## src/rtl/wb_pkg.sv

```systemverilog
// Shared types and constants for the writeback arbiter: register-file address/data
// widths, the hard-wired zero register, and the queued-result entry layout.
package wb_pkg;

    localparam int ADDR_W = 5;
    localparam int DATA_W = 32;

    localparam logic [ADDR_W-1:0] REG_ZERO = 5'd0;

    typedef struct packed {
        logic              valid;
        logic [ADDR_W-1:0] waddr;
        logic [DATA_W-1:0] data;
    } wb_entry_t;

endpackage

```

## src/rtl/wb_queue.sv

```systemverilog
// Circular FIFO of pending multiply/divide results. Each slot carries a valid bit that
// a parallel address compare can clear, so stale results are dropped at pop time.
module wb_queue
    import wb_pkg::*;
#(
    parameter int DEPTH = 4
) (
    input  logic              clk,
    input  logic              rst,
    input  logic              push,
    input  wb_entry_t         push_entry,
    input  logic              pop,
    input  logic              cancel_en,
    input  logic [ADDR_W-1:0] cancel_addr,
    output wb_entry_t         head,
    output logic              empty,
    output logic              full
);

    localparam int PTR_W = $clog2(DEPTH);

    logic [PTR_W-1:0]  rd_ptr_q, rd_ptr_d;
    logic [PTR_W-1:0]  wr_ptr_q, wr_ptr_d;
    logic [PTR_W:0]    count_q, count_d;
    logic [DEPTH-1:0]  valid_q, valid_d;
    logic [ADDR_W-1:0] addr_q [DEPTH];
    logic [ADDR_W-1:0] addr_d [DEPTH];
    logic [DATA_W-1:0] data_q [DEPTH];
    logic [DATA_W-1:0] data_d [DEPTH];

    always_comb begin
        rd_ptr_d = rd_ptr_q;
        wr_ptr_d = wr_ptr_q;
        count_d  = count_q;
        valid_d  = valid_q;
        addr_d   = addr_q;
        data_d   = data_q;

        // Cancel runs before the push so a same-cycle push keeps the valid bit it was given.
        if (cancel_en) begin
            for (int i = 0; i < DEPTH; i++) begin
                if (addr_q[i] == cancel_addr) begin
                    valid_d[i] = 1'b0;
                end
            end
        end

        if (push) begin
            valid_d[wr_ptr_q] = push_entry.valid;
            addr_d[wr_ptr_q]  = push_entry.waddr;
            data_d[wr_ptr_q]  = push_entry.data;
            wr_ptr_d          = wr_ptr_q + 1'b1;
        end

        if (pop) begin
            rd_ptr_d = rd_ptr_q + 1'b1;
        end

        case ({push, pop})
            2'b10:   count_d = count_q + 1'b1;
            2'b01:   count_d = count_q - 1'b1;
            default: count_d = count_q;
        endcase
    end

    always_comb begin
        head.valid = valid_q[rd_ptr_q];
        head.waddr = addr_q[rd_ptr_q];
        head.data  = data_q[rd_ptr_q];
        empty      = (count_q == '0);
        full       = (count_q == (PTR_W+1)'(DEPTH));
    end

    always_ff @(posedge clk or posedge rst) begin
        if (rst) begin
            rd_ptr_q <= '0;
            wr_ptr_q <= '0;
            count_q  <= '0;
            valid_q  <= '0;
        end else begin
            rd_ptr_q <= rd_ptr_d;
            wr_ptr_q <= wr_ptr_d;
            count_q  <= count_d;
            valid_q  <= valid_d;
        end
    end

    // Payload needs no reset: a slot is only read after a push has filled it.
    always_ff @(posedge clk) begin
        addr_q <= addr_d;
        data_q <= data_d;
    end

endmodule

```

## src/rtl/wb_arbiter.sv

```systemverilog
// Writeback arbiter: merges ALU and mul/div results onto the single register-file write port.
// Optional starvation guard (counter + alu_stall) is enabled by defining WB_STARVE_GUARD_EN.
module wb_arbiter
    import wb_pkg::*;
#(
    parameter int DEPTH      = 4,
    parameter int STARVE_MAX = 8
) (
    input  logic              clk,
    input  logic              rst,
    input  logic              alu_valid,
    input  logic [ADDR_W-1:0] alu_waddr,
    input  logic [DATA_W-1:0] alu_data,
    input  logic              md_valid,
    output logic              md_ready,
    input  logic [ADDR_W-1:0] md_waddr,
    input  logic [DATA_W-1:0] md_data,
    output logic              wr,
    output logic [ADDR_W-1:0] waddr,
    output logic [DATA_W-1:0] din,
    output logic              alu_stall
);

    if (DEPTH < 2 || (DEPTH & (DEPTH - 1)) != 0 || STARVE_MAX < 1) begin : g_bad_params
        $error("wb_arbiter: DEPTH must be a power of two >= 2 and STARVE_MAX >= 1");
    end

    logic      alu_go, md_acc, md_nz, bypass;
    logic      q_push, q_pop, q_empty, q_full;
    wb_entry_t q_head, q_push_entry;

    logic              wr_q, wr_d;
    logic [ADDR_W-1:0] waddr_q, waddr_d;
    logic [DATA_W-1:0] din_q, din_d;

    wb_queue #(.DEPTH(DEPTH)) u_queue (
        .clk         (clk),
        .rst         (rst),
        .push        (q_push),
        .push_entry  (q_push_entry),
        .pop         (q_pop),
        .cancel_en   (alu_go),
        .cancel_addr (alu_waddr),
        .head        (q_head),
        .empty       (q_empty),
        .full        (q_full)
    );

    assign md_ready = !q_full;

    always_comb begin
        alu_go = alu_valid && (alu_waddr != REG_ZERO);
        md_acc = md_valid && !q_full;
        md_nz  = (md_waddr != REG_ZERO);
        q_pop  = !alu_go && !q_empty;
        bypass = !alu_go && q_empty && md_acc && md_nz;
        q_push = md_acc && md_nz && !bypass;

        // A same-cycle ALU write to the same register is newer, so the MD result is born stale.
        q_push_entry.valid = !(alu_go && (alu_waddr == md_waddr));
        q_push_entry.waddr = md_waddr;
        q_push_entry.data  = md_data;

        wr_d    = 1'b0;
        waddr_d = waddr_q;
        din_d   = din_q;
        if (alu_go) begin
            wr_d    = 1'b1;
            waddr_d = alu_waddr;
            din_d   = alu_data;
        end else if (q_pop) begin
            if (q_head.valid) begin
                wr_d    = 1'b1;
                waddr_d = q_head.waddr;
                din_d   = q_head.data;
            end
        end else if (bypass) begin
            wr_d    = 1'b1;
            waddr_d = md_waddr;
            din_d   = md_data;
        end
    end

    always_ff @(posedge clk or posedge rst) begin
        if (rst) begin
            wr_q    <= 1'b0;
            waddr_q <= '0;
            din_q   <= '0;
        end else begin
            wr_q    <= wr_d;
            waddr_q <= waddr_d;
            din_q   <= din_d;
        end
    end

    assign wr    = wr_q;
    assign waddr = waddr_q;
    assign din   = din_q;

`ifdef WB_STARVE_GUARD_EN
    localparam int CNT_W = $clog2(STARVE_MAX + 1);

    logic [CNT_W-1:0] starve_cnt_q, starve_cnt_d;
    logic             alu_stall_q, alu_stall_d;

    // Counts cycles the ALU holds the port while results wait; any pop resets the count.
    always_comb begin
        starve_cnt_d = starve_cnt_q;
        alu_stall_d  = 1'b0;
        if (q_pop) begin
            starve_cnt_d = '0;
        end else if (alu_go && !q_empty) begin
            if (starve_cnt_q == CNT_W'(STARVE_MAX - 1)) begin
                starve_cnt_d = '0;
                alu_stall_d  = 1'b1;
            end else begin
                starve_cnt_d = starve_cnt_q + 1'b1;
            end
        end
    end

    always_ff @(posedge clk or posedge rst) begin
        if (rst) begin
            starve_cnt_q <= '0;
            alu_stall_q  <= 1'b0;
        end else begin
            starve_cnt_q <= starve_cnt_d;
            alu_stall_q  <= alu_stall_d;
        end
    end

    assign alu_stall = alu_stall_q;
`else
    assign alu_stall = 1'b0;
`endif

endmodule
```

## config.mk

```make
export PLATFORM = sky130hd
export DESIGN_NAME = wb_arbiter
export DESIGN_NICKNAME = d
export VERILOG_FILES = /design/src/rtl/wb_pkg.sv /design/src/rtl/wb_queue.sv /design/src/rtl/wb_arbiter.sv
export SDC_FILE = /design/constraint.sdc
export NUM_CORES = 1
export LEC_CHECK = 0
export CORE_MARGIN = 3
export CORE_UTILIZATION = 55
export DETAILED_ROUTE_END_ITERATION = 12
export GPL_TIMING_DRIVEN = 0
export PLACE_DENSITY = 0.85
export SYNTH_ARGS = -nofsm -noshare
export SYNTH_HDL_FRONTEND = slang
export SYNTH_HIERARCHICAL = 1
export SYNTH_SLANG_ARGS = --single-unit
```

## constraint.sdc

```tcl
create_clock -name clk -period 3.1 [get_ports clk]
set_input_delay 0.775 -clock clk [delete_from_list [all_inputs] [get_ports clk]]
set_output_delay 0.775 -clock clk [all_outputs]
set_load 0.02 [all_outputs]
```

==> run summary <==
area occupied by multi-input gates: 2750 sq um
Ys Warns: 6
crit-path max FO: 8
total global-route track usage: 22.3%
total number of vias: 4734
TritonCTS Buffers: 17
Final Hold Violating Endpoints: 0
vias in the first global route: 5275
Post-DRT Antenna Nets: 0
Crit. End Element: flop
FMAX: 332 MHz
maximum VDD drop: 0.595 mV
Worst Tran Pin Value: 705 ps
clock-pin slew on the worst setup and hold paths: 60 ps
Root Buffer: clkbuf_16
# setup viols final: 0
Post-Route WL: 18400 microns
fin. max-slew vios: 0
# fillers: 954
dpl hpwl: 12100 microns
slew margin rel.: 53.0%
Worst-Skew Late Latency: 420 ps
Yosys cell types: 31
DR iter-0 viols: 440
# clock sinks: 197
Power Density: 945 nW/um^2
# DRC: 0
status: completed
largest net degree at the start of global routing: 28
cts hold-fix bufs: 0
std cell rows: 45
minimum clock period: 3010 ps
Crit Path Class: in2reg
GRT Max-Usage Layer: met2
clk buf depth: 2
gr ovfl total: 0
Max Cap Violations: 0
Critical Path Max Stage Delay: 570 ps
cell count after synthesis: 459
post-place setup slack: -1150 ps
CP Data Required Time: 3440 ps
RSZ-0062 raised after global routing: no
Initial Util: 56.5%
Cell Area, Synth: 8660 sq um
number of vias per cell: 5.73
leakage: 3.93 nW
DR WL/cell: 22.3 microns
Slowest-stage cell, CP: or4_4
Ports: 118
Synth Area per Inst: 18.9 sq um
post-synthesis sequential area ratio: 65.5%
diode count: 0
die area: 17300 sq um
M2 GR Usage: 36.3%
Port Buffer Count: 116
core area: 15300 sq um
final core occ: 70.6%
first-pass GRT wire length: 29500 microns
fin crit share: 97.1%
critical path cell sequence: clkdlybuf4s15_2 > or4_4 > o21ai_4 > buf_8 > a21oi_1 > buf_2 > inv_1 > ha_1 > inv_1 > fa_1 > xor2_1 > nor2_1 > xor2_1
grt met1 use: 29.4%
H-tree Lvls: 4
antenna violations before repair: 0
Hold WC Path Type: reg2reg
gpl congestion: 0.835
Horiz. Die Dim: 131 microns
CTS tree: done
met3 Use GR: 5.63%
synthesized flop and latch total: 197
clk_skew: 7.85 ps
fin nets: 686
layout cells sized above 1: 32.8%
sequential standard cell area: 5670 sq um
Setup crit start kind: primary input
First-pass DRT Iterations: 5
Area growth, synth to finish: 24.9%
post-synth net total: 543
Setup WS post-layout: 90.9 ps
Die Ht: 131 microns
CP arrival: 3350 ps
==> logic make-up (layout without fill, tap and decap cells) <==
group / after synthesis / in the layout / share of synthesized area (%)
XOR/XNOR: 31 / 31 / 3.14
other: 1 / 1 / 0.0433
flip-flops: 197 / 197 / 65.5
multiplexers: 149 / 149 / 25.0
buffers and inverters: 37 / 193 / 2.85
AND/OR/NAND/NOR: 24 / 24 / 1.37
AO/OA/AOI/OAI: 14 / 14 / 1.17
adder cells (fa/ha/maj): 6 / 6 / 0.954
==> cell usage in the layout (no fill, tap or decap), types with 2 or more instances in the layout <==
cell type        synthesis  routed
clkdlybuf4s50_1          0     108
mux2_4                  19      19
clkbuf_1                 4       9
dlygate4sd2_1            0       4
clkinv_1                 0       2
xnor2_1                  8       8
clkbuf_8                 0       5
buf_6                    3       3
nor3_1                   2       2
buf_4                    3       7
mux2_2                  82      82
o21ai_0                  6       6
buf_12                   4       8
inv_1                   15       9
xor2_1                  23      23
nor4_1                   4       4
inv_2                    0       5
mux2i_1                 10      10
buf_2                    7       6
edfxtp_1               148     148
a41oi_1                  4       4
clkbuf_16                0      17
o211ai_1                 2       2
clkbuf_2                 0       2
mux4_2                  38      38
dfrtp_1                 49      49
bufinv_16                0       2
ha_1                     5       5
nand2_1                 12      12
==> report_power, final <==
part	leakage (nW)	total [mW]	switching, mW	internal, mW
logic	1.73	4.17	1.90	2.26
registers	1.92	3.89	0.295	3.59
clock network	0.284	2.17	0.878	1.29
total	3.93	10.2	3.07	7.15
==> what timing repair did <==
item | 4_1_cts | 5_1_grt
resized for setup | 13 | 8
pin swaps | 1 | 2
setup endpoints to repair | 154 | 1
hold endpoints to repair | 0 | 0
buffers inserted | 3 | 1
==> worst paths after layout <==
check,cells past startpoint,to,from,slack (ps)
hold / removal,1,waddr[4],waddr[4],510
setup / recovery,13,u_queue/count_q[2],alu_waddr[3],90
min in group asynchronous,2,u_queue/valid_q[3],rst,790
max in group asynchronous,3,din[25],rst,1800
setup reg to reg,11,u_queue/count_q[2],u_queue/count_q[1],240
hold reg to reg,1,waddr[4],waddr[4],510
==> critical path, delay by kind of cell <==
kind / cells / cell delay [ps]
buffers and inverters: 5 / 740
AOI/OAI and AO/OA: 2 / 270
and+or+nand+nor: 2 / 680
xor gates and xnor gates: 2 / 310
adders and majority gates: 2 / 570
==> synthesized netlist by cell type, drive strengths merged <==
master  number  area, sq um
edfxtp     148         4440
mux2       101         1210
dfrtp       49         1230
mux4        38          856
xor2        23          201
buf         18          175
inv         15         56.3
nand2       12         45.0
mux2i       10          100
xnor2        8         70.1
o21ai        7         46.3
ha           5         62.6
a41oi        4         35.0
clkbuf       4         15.0
nor4         4         25.0
nor2         2         7.51
nor3         2         10.0
o211ai       2         15.0
or4          2         18.8
a21oi        1         5.00
and3         1         6.26
conb         1         3.75
fa           1         20.0
nand4        1         6.26
==> metrics by stage <==
step | total power [mW] | setup TNS [ps] | instances | hold WS, ps | instance area [sq um]
finish | 10.2 | 0 | 826 | 507 | 10800
global route | 10.7 | 0 | 826 | 523 | 10800
CTS | 10.3 | 0 | 825 | 510 | 10800
detailed placement | 8.08 | -110800 | 791 | 497 | 10200
global placement | 7.90 | -207210 | 786 | 470 | 10100
floorplan | 6.67 | 0 | 459 | 457 | 8660
==> per-layer routing <==
layer | up-vias | wire (microns) | part of all wire, %
met5 | - | 0 | 0
li1 | 2072 | - | -
met3 | 30 | 1430 | 7.8
met1 | 2423 | 7290 | 40
met4 | 0 | 386 | 2.1
met2 | 209 | 9290 | 50
==> flip-flops by register name, indices dropped and copies added, names as in the netlist <==
signal,cells
u_queue/data_q,128
din,32
u_queue/addr_q,20
waddr,5
u_queue/valid_q,4
u_queue/count_q,3
u_queue/rd_ptr_q,2
u_queue/wr_ptr_q,2
wr,1
==> final cells by class <==
cell class | instances | share of cell area, %
Sequential cell | 197 | 52.4
Multi-Input combinational cell | 225 | 25.4
Clock inverter | 4 | 0.625
Tap cell | 211 | 2.44
Inverter | 15 | 0.555
Buffer | 21 | 1.85
Timing Repair Buffer | 125 | 11.9
Clock buffer | 28 | 4.78
No activity file was read; power rests on OpenSTA's default activity.
==> patch, RTL diff (same settings) <==
Set the package constant `REG_ZERO` to 5'd1 (it was 5'd0).
--- a/src/rtl/wb_pkg.sv
+++ b/src/rtl/wb_pkg.sv
@@ -6,5 +6,5 @@
     localparam int DATA_W = 32;
 
-    localparam logic [ADDR_W-1:0] REG_ZERO = 5'd0;
+    localparam logic [ADDR_W-1:0] REG_ZERO = 5'd1;
 
     typedef struct packed {
Check against the original RTL: not equivalent (Yosys sat finds a counterexample within 4 cycles, from zero or initial values and one cycle with rst high).
==> patch against the unedited design <==
- synthesized area grew 0.25%
- power shrank 1.1%
- fmax grew 2.3%
- clock power shrank 6%
- utilization shrank 0.29 points
- critical path depth shrank 1
- wire length grew 2.1%
- cell area shrank 0.42%
- sequential cell count is the same
- first-iteration DRC count shrank 18%
- setup slack gained 0.068 ns
- largest cell class unchanged
==> patch: results (changes against the unedited design) <==
* Final non-clock buffer share at 0.1363 (was 0.1375)
* DR WL met2 at 9515 um (was 9293 um)
* Post-CTS Repair Setup Buffers at 2 (was 3)
* Area after DPL at 10210 um^2 (was 10200 um^2)
* Routed vias at 4686 (was 4734)
* Seq/Total Area, Yosys at 0.6532 (was 0.6548)
* CP arrival at 3.29 ns (was 3.35 ns)
* Hold_sp: u_queue/count_q[2]$_DFFE_PP0P_ (was waddr[4]$_DFFE_PP0P_)
* Final WL at 18780 um (was 18400 um)
* Area growth syn-to-layout at 24.08% (was 24.91%)
* Synth Net Count at 544 (was 543)
* Worst VDD drop at 0.5546 mV (was 0.5946 mV)
* Sequential cells at 197 (unchanged)
* Clk_skew at 0.005640 ns (was 0.007851 ns)
* Clock network area share at 0.05053 (was 0.05402)
* Post-CTS sizing at 17 (was 13)
* Total track usage at 0.2271 (was 0.2230)
* Status: finished, final reports clean (unchanged)
* M2 GR Usage at 0.3682 (was 0.3630)
* Vias in the first global route at 5242 (was 5275)
* DP Cell Count at 792 (was 791)
* Post-synth cell types at 33 (was 31)
* Worst Setup SP: md_waddr[1] (was alu_waddr[3])
* Initial DRT Pass Iterations at 4 (was 5)
* Actual slew at the worst max-slew pin at 0.6946 ns (was 0.7048 ns)
* WL met3 at 1518 um (was 1427 um)
* Post-Synthesis Cells at 460 (was 459)
* PD cells at 938.9 nW/um^2 (was 945.4 nW/um^2)
* LEAKAGE at 3.918 nW (was 3.933 nW)
* Pin count of the biggest net entering global routing at 38 (was 28)
* Largest cells by area after synthesis: edfxtp_1 51%, dfrtp_1 14%, mux2_2 11% (unchanged)
* RR Startpoint: u_queue/count_q[0]$_DFFE_PP0P_ (was u_queue/count_q[1]$_DFFE_PP0P_)
* Dpl hpwl at 12340 um (was 12050 um)
* Multi-input gates at 226 (was 225)
* Pre-CTS WS at -1.356 ns (was -1.152 ns)
* M1 WL at 7402 um (was 7294 um)
==> patch: cell families (layout without fill, tap and decap cells) <==
family / after synthesis / in the layout / share of synthesized area
simple gates: 25 / 25 / 0.01442
fa+ha+maj: 6 / 6 / 0.009513
flops: 197 / 197 / 0.6532
mux: 149 / 149 / 0.2494
buf+inv: 37 / 192 / 0.02897
compound gates: 14 / 14 / 0.01283
xor+xnor: 31 / 31 / 0.03128
other cells: 1 / 1 / 0.0004320
==> patch: final timing paths <==
check                           cells after the start                        endpoint  slack, ns
worst min-delay path                                1  u_queue/count_q[2]$_DFFE_PP0P_       0.49
worst max-delay path                               12  u_queue/count_q[2]$_DFFE_PP0P_       0.16
max in group asynchronous                           2    u_queue/valid_q[3]$_DFF_PP0_       2.08
worst max register to register                     11  u_queue/count_q[2]$_DFFE_PP0P_       0.24
min in group asynchronous                           2             din[31]$_DFFE_PP0P_       0.56
worst min register to register                      1  u_queue/count_q[2]$_DFFE_PP0P_       0.49
